## src/rtl/rom_download_sequencer.sv

```systemverilog
// Routes HPS ioctl ROM downloads (index 0 = BIOS, 1 = font) into the BIOS/font write ports,
// holds the core in reset during and after a load, and tracks per-ROM load status.
module rom_download_sequencer #(
    parameter int BIOS_AW        = 14,
    parameter int FONT_AW        = 11,
    parameter int RELEASE_CYCLES = 16
) (
    input  logic               clk_sys,
    input  logic               reset_n,
    input  logic               ext_reset,
    input  logic               ioctl_download,
    input  logic [7:0]         ioctl_index,
    input  logic               ioctl_wr,
    input  logic [24:0]        ioctl_addr,
    input  logic [7:0]         ioctl_dout,
    output logic               bios_wr,
    output logic [BIOS_AW-1:0] bios_addr,
    output logic               font_wr,
    output logic [FONT_AW-1:0] font_addr,
    output logic [7:0]         wr_data,
    output logic               core_reset,
    output logic               busy,
    output logic               bios_loaded,
    output logic               font_loaded,
    output logic               err_overflow,
    output logic [24:0]        last_len
);

    localparam int CNT_W = (RELEASE_CYCLES > 1) ? $clog2(RELEASE_CYCLES) : 1;
    localparam logic [CNT_W-1:0] CNT_INIT = CNT_W'(RELEASE_CYCLES - 1);

    typedef enum logic [1:0] {
        S_IDLE,
        S_LOAD,
        S_HOLD
    } state_t;

    state_t             state_q, state_d;
    logic [CNT_W-1:0]   cnt_q, cnt_d;
    logic               target_q;
    logic [24:0]        byte_cnt_q, byte_cnt_d;
    logic               core_reset_q;
    logic               bios_loaded_q, font_loaded_q, err_overflow_q;
    logic [24:0]        last_len_q;
    logic               dl_valid, load_entry, load_exit;
    logic               addr_ok, accept, reject;

    logic               vld_p1;
    logic               tgt_p1;
    logic [BIOS_AW-1:0] bios_addr_p1;
    logic [FONT_AW-1:0] font_addr_p1;
    logic [7:0]         wr_data_p1;

    function automatic logic [24:0] sat_inc(input logic [24:0] v);
        return (v == '1) ? v : v + 25'd1;
    endfunction

    function automatic logic addr_fits(input logic [24:0] a, input int aw);
        return ({1'b0, a} < (26'd1 << aw));
    endfunction

    assign dl_valid   = ioctl_download && (ioctl_index < 8'd2);
    assign addr_ok    = target_q ? addr_fits(ioctl_addr, FONT_AW) : addr_fits(ioctl_addr, BIOS_AW);
    assign accept     = (state_q == S_LOAD) && ioctl_wr && addr_ok;
    assign reject     = (state_q == S_LOAD) && ioctl_wr && !addr_ok;
    assign byte_cnt_d = accept ? sat_inc(byte_cnt_q) : byte_cnt_q;

    always_comb begin
        state_d    = state_q;
        cnt_d      = cnt_q;
        load_entry = 1'b0;
        load_exit  = 1'b0;
        case (state_q)
            S_IDLE: begin
                if (dl_valid) begin
                    state_d    = S_LOAD;
                    load_entry = 1'b1;
                end
            end
            S_LOAD: begin
                if (!ioctl_download) begin
                    state_d   = S_HOLD;
                    cnt_d     = CNT_INIT;
                    load_exit = 1'b1;
                end
            end
            S_HOLD: begin
                // A fresh download pre-empts the release countdown
                if (dl_valid) begin
                    state_d    = S_LOAD;
                    load_entry = 1'b1;
                end else if (cnt_q != '0) begin
                    cnt_d = cnt_q - CNT_W'(1);
                end else if (!ext_reset) begin
                    state_d = S_IDLE;
                end
            end
            default: state_d = S_HOLD;
        endcase
    end

    always_ff @(posedge clk_sys) begin
        if (!reset_n) begin
            state_q        <= S_HOLD;
            cnt_q          <= CNT_INIT;
            core_reset_q   <= 1'b1;
            target_q       <= 1'b0;
            byte_cnt_q     <= '0;
            bios_loaded_q  <= 1'b0;
            font_loaded_q  <= 1'b0;
            err_overflow_q <= 1'b0;
            last_len_q     <= '0;
        end else begin
            state_q      <= state_d;
            cnt_q        <= cnt_d;
            core_reset_q <= (state_d != S_IDLE) || ext_reset;
            if (load_entry) begin
                target_q       <= ioctl_index[0];
                byte_cnt_q     <= '0;
                err_overflow_q <= 1'b0;
                if (ioctl_index[0])
                    font_loaded_q <= 1'b0;
                else
                    bios_loaded_q <= 1'b0;
            end else begin
                byte_cnt_q <= byte_cnt_d;
                if (reject)
                    err_overflow_q <= 1'b1;
            end
            // The write on the falling-download cycle is already in byte_cnt_d
            if (load_exit) begin
                last_len_q <= byte_cnt_d;
                if (byte_cnt_d != '0) begin
                    if (target_q)
                        font_loaded_q <= 1'b1;
                    else
                        bios_loaded_q <= 1'b1;
                end
            end
        end
    end

    // Stage p1: registered write strobe, address and data
    always_ff @(posedge clk_sys) begin
        if (!reset_n) begin
            vld_p1       <= 1'b0;
            tgt_p1       <= 1'b0;
            bios_addr_p1 <= '0;
            font_addr_p1 <= '0;
            wr_data_p1   <= '0;
        end else begin
            vld_p1 <= accept;
            if (accept) begin
                tgt_p1     <= target_q;
                wr_data_p1 <= ioctl_dout;
                if (target_q)
                    font_addr_p1 <= ioctl_addr[FONT_AW-1:0];
                else
                    bios_addr_p1 <= ioctl_addr[BIOS_AW-1:0];
            end
        end
    end

    assign bios_wr      = vld_p1 && !tgt_p1;
    assign font_wr      = vld_p1 && tgt_p1;
    assign bios_addr    = bios_addr_p1;
    assign font_addr    = font_addr_p1;
    assign wr_data      = wr_data_p1;
    assign core_reset   = core_reset_q;
    assign busy         = (state_q == S_LOAD);
    assign bios_loaded  = bios_loaded_q;
    assign font_loaded  = font_loaded_q;
    assign err_overflow = err_overflow_q;
    assign last_len     = last_len_q;

endmodule

```

## config.mk

```make
export PLATFORM = sky130hd
export DESIGN_NAME = rom_download_sequencer
export DESIGN_NICKNAME = d
export VERILOG_FILES = /design/src/rtl/rom_download_sequencer.sv
export SDC_FILE = /design/constraint.sdc
export NUM_CORES = 1
export LEC_CHECK = 0
export BUFFER_PORTS_ARGS = -buffer_cell sky130_fd_sc_hd__buf_2
export CAP_MARGIN = 20
export CORE_UTILIZATION = 57
export CTS_CLUSTER_SIZE = 25
export DETAILED_ROUTE_END_ITERATION = 12
export PLACE_DENSITY = 0.89
export SLEW_MARGIN = 25
export SYNTH_ARGS = -nofsm -noshare
export SYNTH_HDL_FRONTEND = slang
export SYNTH_SLANG_ARGS = --single-unit
```

## constraint.sdc

```tcl
create_clock -name clk_sys -period 6.01 [get_ports clk_sys]
set_input_delay 1.202 -clock clk_sys [delete_from_list [all_inputs] [get_ports clk_sys]]
set_output_delay 1.202 -clock clk_sys [all_outputs]
set_load 0.1 [all_outputs]
```

==> summary.md <==
STA
- clock period minus final worst setup slack: 3580 ps
- Final Hold Fails: 0
- final number of max-transition violations: 0
- setup TNS: 0 ps
- Worst Clk Skew: 11.1 ps
- Worst Max-Slew Pin Slew: 908 ps
- post-route clock period utilization: 0.595
- RSZ-0062 raised after global routing: no
- highest achievable clock rate: 280 MHz
- # setup viols final: 0
- remaining max-slew budget at the tightest pin: 0.393

Critical path
- worst setup path category: in -> reg
- series of cell instances along the critical path: buf_2 > or4_1 > nor4_4 > o2111ai_2 > or4_1 > nand3_1 > nand4b_1 > nor4_2 > o21ai_1
- endpoint class of the critical path: register
- critical path data required time: 6260 ps
- end of the worst register-to-register path: font_loaded
- arrival time reported for the critical path endpoint: 3830 ps
- Startpoint Class: primary input
- worst reg2reg path depth: 9
- buffers and inverters on the worst path: 1
- cell repeated most along the worst path: sky130_fd_sc_hd__or4_1
- largest driver fanout on the critical path: 6
- CP delay by family, top: simple AND/OR/NAND/NOR gates
- reg2reg setup slack: 2810 ps
- critical-path cell with the highest stage delay: sky130_fd_sc_hd__or4_1
- Critical R2R Launch: byte_cnt_q[0]
- CP max stage delay: 640 ps

Synth
- Most used DFF post-synth: sky130_fd_sc_hd__dfxtp_1
- Mapped Nets: 547
- number of synthesized register bits: 96
- top cell type's share of synthesized area: 0.455
- number of distinct library cells after synthesis: 59
- syn_area_per_cell: 8.49 um2
- fraction of the yosys area taken by sequential cells: 0.455
- cells taking the most area after synthesis: sky130_fd_sc_hd__dfxtp_1, sky130_fd_sc_hd__nand2_1, sky130_fd_sc_hd__nor2_1
- library cell with the largest summed area after synthesis: sky130_fd_sc_hd__dfxtp_1
- number of enable flip-flop cells after synthesis: 0
- commonest cells in the synthesized netlist: sky130_fd_sc_hd__nand2_1, sky130_fd_sc_hd__dfxtp_1, sky130_fd_sc_hd__nor2_1
- instance count of the mapped netlist: 498
- cell area after synthesis: 0.00423 mm2
- share of flip-flops with an asynchronous set or reset after synthesis: 0
- cell with the most instances after synthesis: sky130_fd_sc_hd__nand2_1
- Ys Warns: 0

Drt
- average wire per cell in the routed design: 14.7 um
- count of TritonRoute iterations in the first routing pass: 4
- Avg Vias per Cell: 5.51
- antenna violation net count after detailed routing: 0
- via count: 3849
- violation count after the first detailed-route iteration: 162
- detailed-route DRC error count: 0
- final routed wirelength across all metal layers: 10300 um

CTS
- TritonCTS clock tree: yes
- number of buffers on the longest clock path: 2
- CTS HTree Levels: 3
- Clock Tree Root: sky130_fd_sc_hd__clkbuf_8
- latest clock arrival within the worst-skew pair: 370 ps
- Clock transition at path regs: 100 ps
- Gates resized, CTS repair: 0
- hold bufs inserted after CTS: 0
- number of buffers added by the clock tree synthesis step: 9
- Clock Sinks: 96
- Setup Fix Bufs, Post-CTS: 0

Power and ir drop
- IR drop worst, VDD: 175 uV
- reported leakage power: 1.91 nW
- power density relative to cell area: 218 mW/mm2

Place
- number of I/O port buffers: 110
- Placed Cells incl. Taps: 682
- post-detail-place hpwl: 7580 um
- placed instance area: 0.00477 mm2
- final estimated routing congestion in global placement: 0.887

Global route
- Overflow after GRT: 0
- maximum number of pins on one net before global-route repair: 63
- vias in the first global route: 3563
- number of antenna violations at the first check in global routing: 0
- GRT Overall Usage: 0.275
- global-route wire length before repair: 16400 um

Floorplanning
- floorplan die area: 0.00777 mm2
- Row Count: 31
- Initial Util: 0.586
- number of primary I/O pins: 111
- Die Span Y: 88.1 um
- total core area: 0.00721 mm2
- DIE WIDTH: 88.1 um

Hold path
- worst-case hold path end point: wr_data[6]
- Hold Path Depth: 2
- path type of the worst min-delay path: reg -> reg
- startpoint of the most critical hold path: wr_data[6]

Cells and area
- filler cell count: 594
- number of nets at the end of the flow: 643
- final instance area: 0.00496 mm2
- total inserted antenna cells: 0
- share of layout cells above drive strength 1: 0.250
- area grow syn2layout: 17.3%
- number of standard cells in the final layout excluding fillers: 698

Flow run
- max capacitance violation total: 0

Outcome
- outcome: completed

[placed cells by master (no fill, tap or decap), types with 3 or more instances in the layout]
cell type and instances:
sky130_fd_sc_hd__nand2_1 97, sky130_fd_sc_hd__clkbuf_8 9, sky130_fd_sc_hd__or4_1 7, sky130_fd_sc_hd__nor2b_1 5, sky130_fd_sc_hd__nand4_1 8, sky130_fd_sc_hd__nand3_1 8, sky130_fd_sc_hd__xor2_1 10, sky130_fd_sc_hd__nor2_1 68
sky130_fd_sc_hd__ha_1 3, sky130_fd_sc_hd__buf_2 110, sky130_fd_sc_hd__a211oi_1 25, sky130_fd_sc_hd__nor3_1 11, sky130_fd_sc_hd__o31ai_1 3, sky130_fd_sc_hd__inv_6 4, sky130_fd_sc_hd__inv_1 7, sky130_fd_sc_hd__mux2i_1 5
sky130_fd_sc_hd__a21oi_1 41, sky130_fd_sc_hd__dfxtp_1 96, sky130_fd_sc_hd__nor4_1 11, sky130_fd_sc_hd__xnor2_1 16
[power by group]
part | internal [W] | switching [W] | total (W)
Combinational | 0.0000158 | 0.0000244 | 0.0000402
Clock | 0.000159 | 0.000242 | 0.000401
Sequential | 0.000638 | 0.00000195 | 0.000640
Total | 0.000813 | 0.000268 | 0.00108
[state kept, by name, summed over array words and instances (netlist names), 2 cells and up]
signal      cells
byte_cnt_q     25
font_addr      11
last_len       25
state_q         2
cnt_q           4
bios_addr      14
wr_data         8
[worst reg2reg max path, stage by stage, from the launching register on]
cell	delay [ps]
sky130_fd_sc_hd__dfxtp_1	440
sky130_fd_sc_hd__ha_1	270
sky130_fd_sc_hd__nand2_1	130
sky130_fd_sc_hd__or4_4	520
sky130_fd_sc_hd__nor4_4	560
sky130_fd_sc_hd__xnor2_1	290
sky130_fd_sc_hd__o211ai_2	140
sky130_fd_sc_hd__nand4b_1	210
sky130_fd_sc_hd__nor4_2	390
sky130_fd_sc_hd__o21ai_1	120
[worst max path at each step]
| stage | slack (ps) | from | cells after the start | end |
|---|---|---|---|---|
| floorplan | 2540 | ioctl_addr[18] | 8 | font_loaded |
| global placement | 2190 | ioctl_addr[18] | 9 | font_loaded |
| detailed placement | 2070 | ioctl_addr[18] | 9 | font_loaded |
| CTS | 2460 | ioctl_addr[18] | 9 | font_loaded |
| global route | 2380 | ioctl_addr[18] | 9 | font_loaded |
| finish | 2430 | ioctl_addr[18] | 9 | font_loaded |
[cell families after synthesis]
| group | count (synthesis) | share of synthesized area |
|---|---|---|
| simple gates | 245 | 0.287 |
| flops | 96 | 0.455 |
| compound gates | 88 | 0.140 |
| buf+inv | 34 | 0.0411 |
| xor+xnor | 26 | 0.0539 |
| mux | 6 | 0.0145 |
| fa+ha+maj | 3 | 0.00888 |
[layout make-up]
type	count	area [um2]	area share
Timing Repair Buffer	111	558	0.113
Clock buffer	9	124	0.0250
Inverter	8	31.3	0.00631
Sequential cell	96	1920	0.387
Tap cell	99	124	0.0250
Clock inverter	7	61.3	0.0124
Multi-Input combinational cell	368	2140	0.431
[through the flow]
step	power [W]	util	hold WS [ps]	setup WS, ps
final	0.00108	0.687	450	2430
after global routing	0.00112	0.687	478	2380
after CTS	0.00109	0.687	455	2460
after detailed placement	0.000695	0.662	441	2070
after global placement	0.000693	0.662	435	2190
after floorplan	0.000673	-	465	2540
[metal layers]
layer,share of wire,vias up,GRT usage
li1,-,1918,-
met1,0.42,1777,0.328
met2,0.50,130,0.478
met3,0.055,24,0.0500
met4,0.026,0,0.130
met5,0,-,0
No activity file was read; power rests on OpenSTA's default activity.
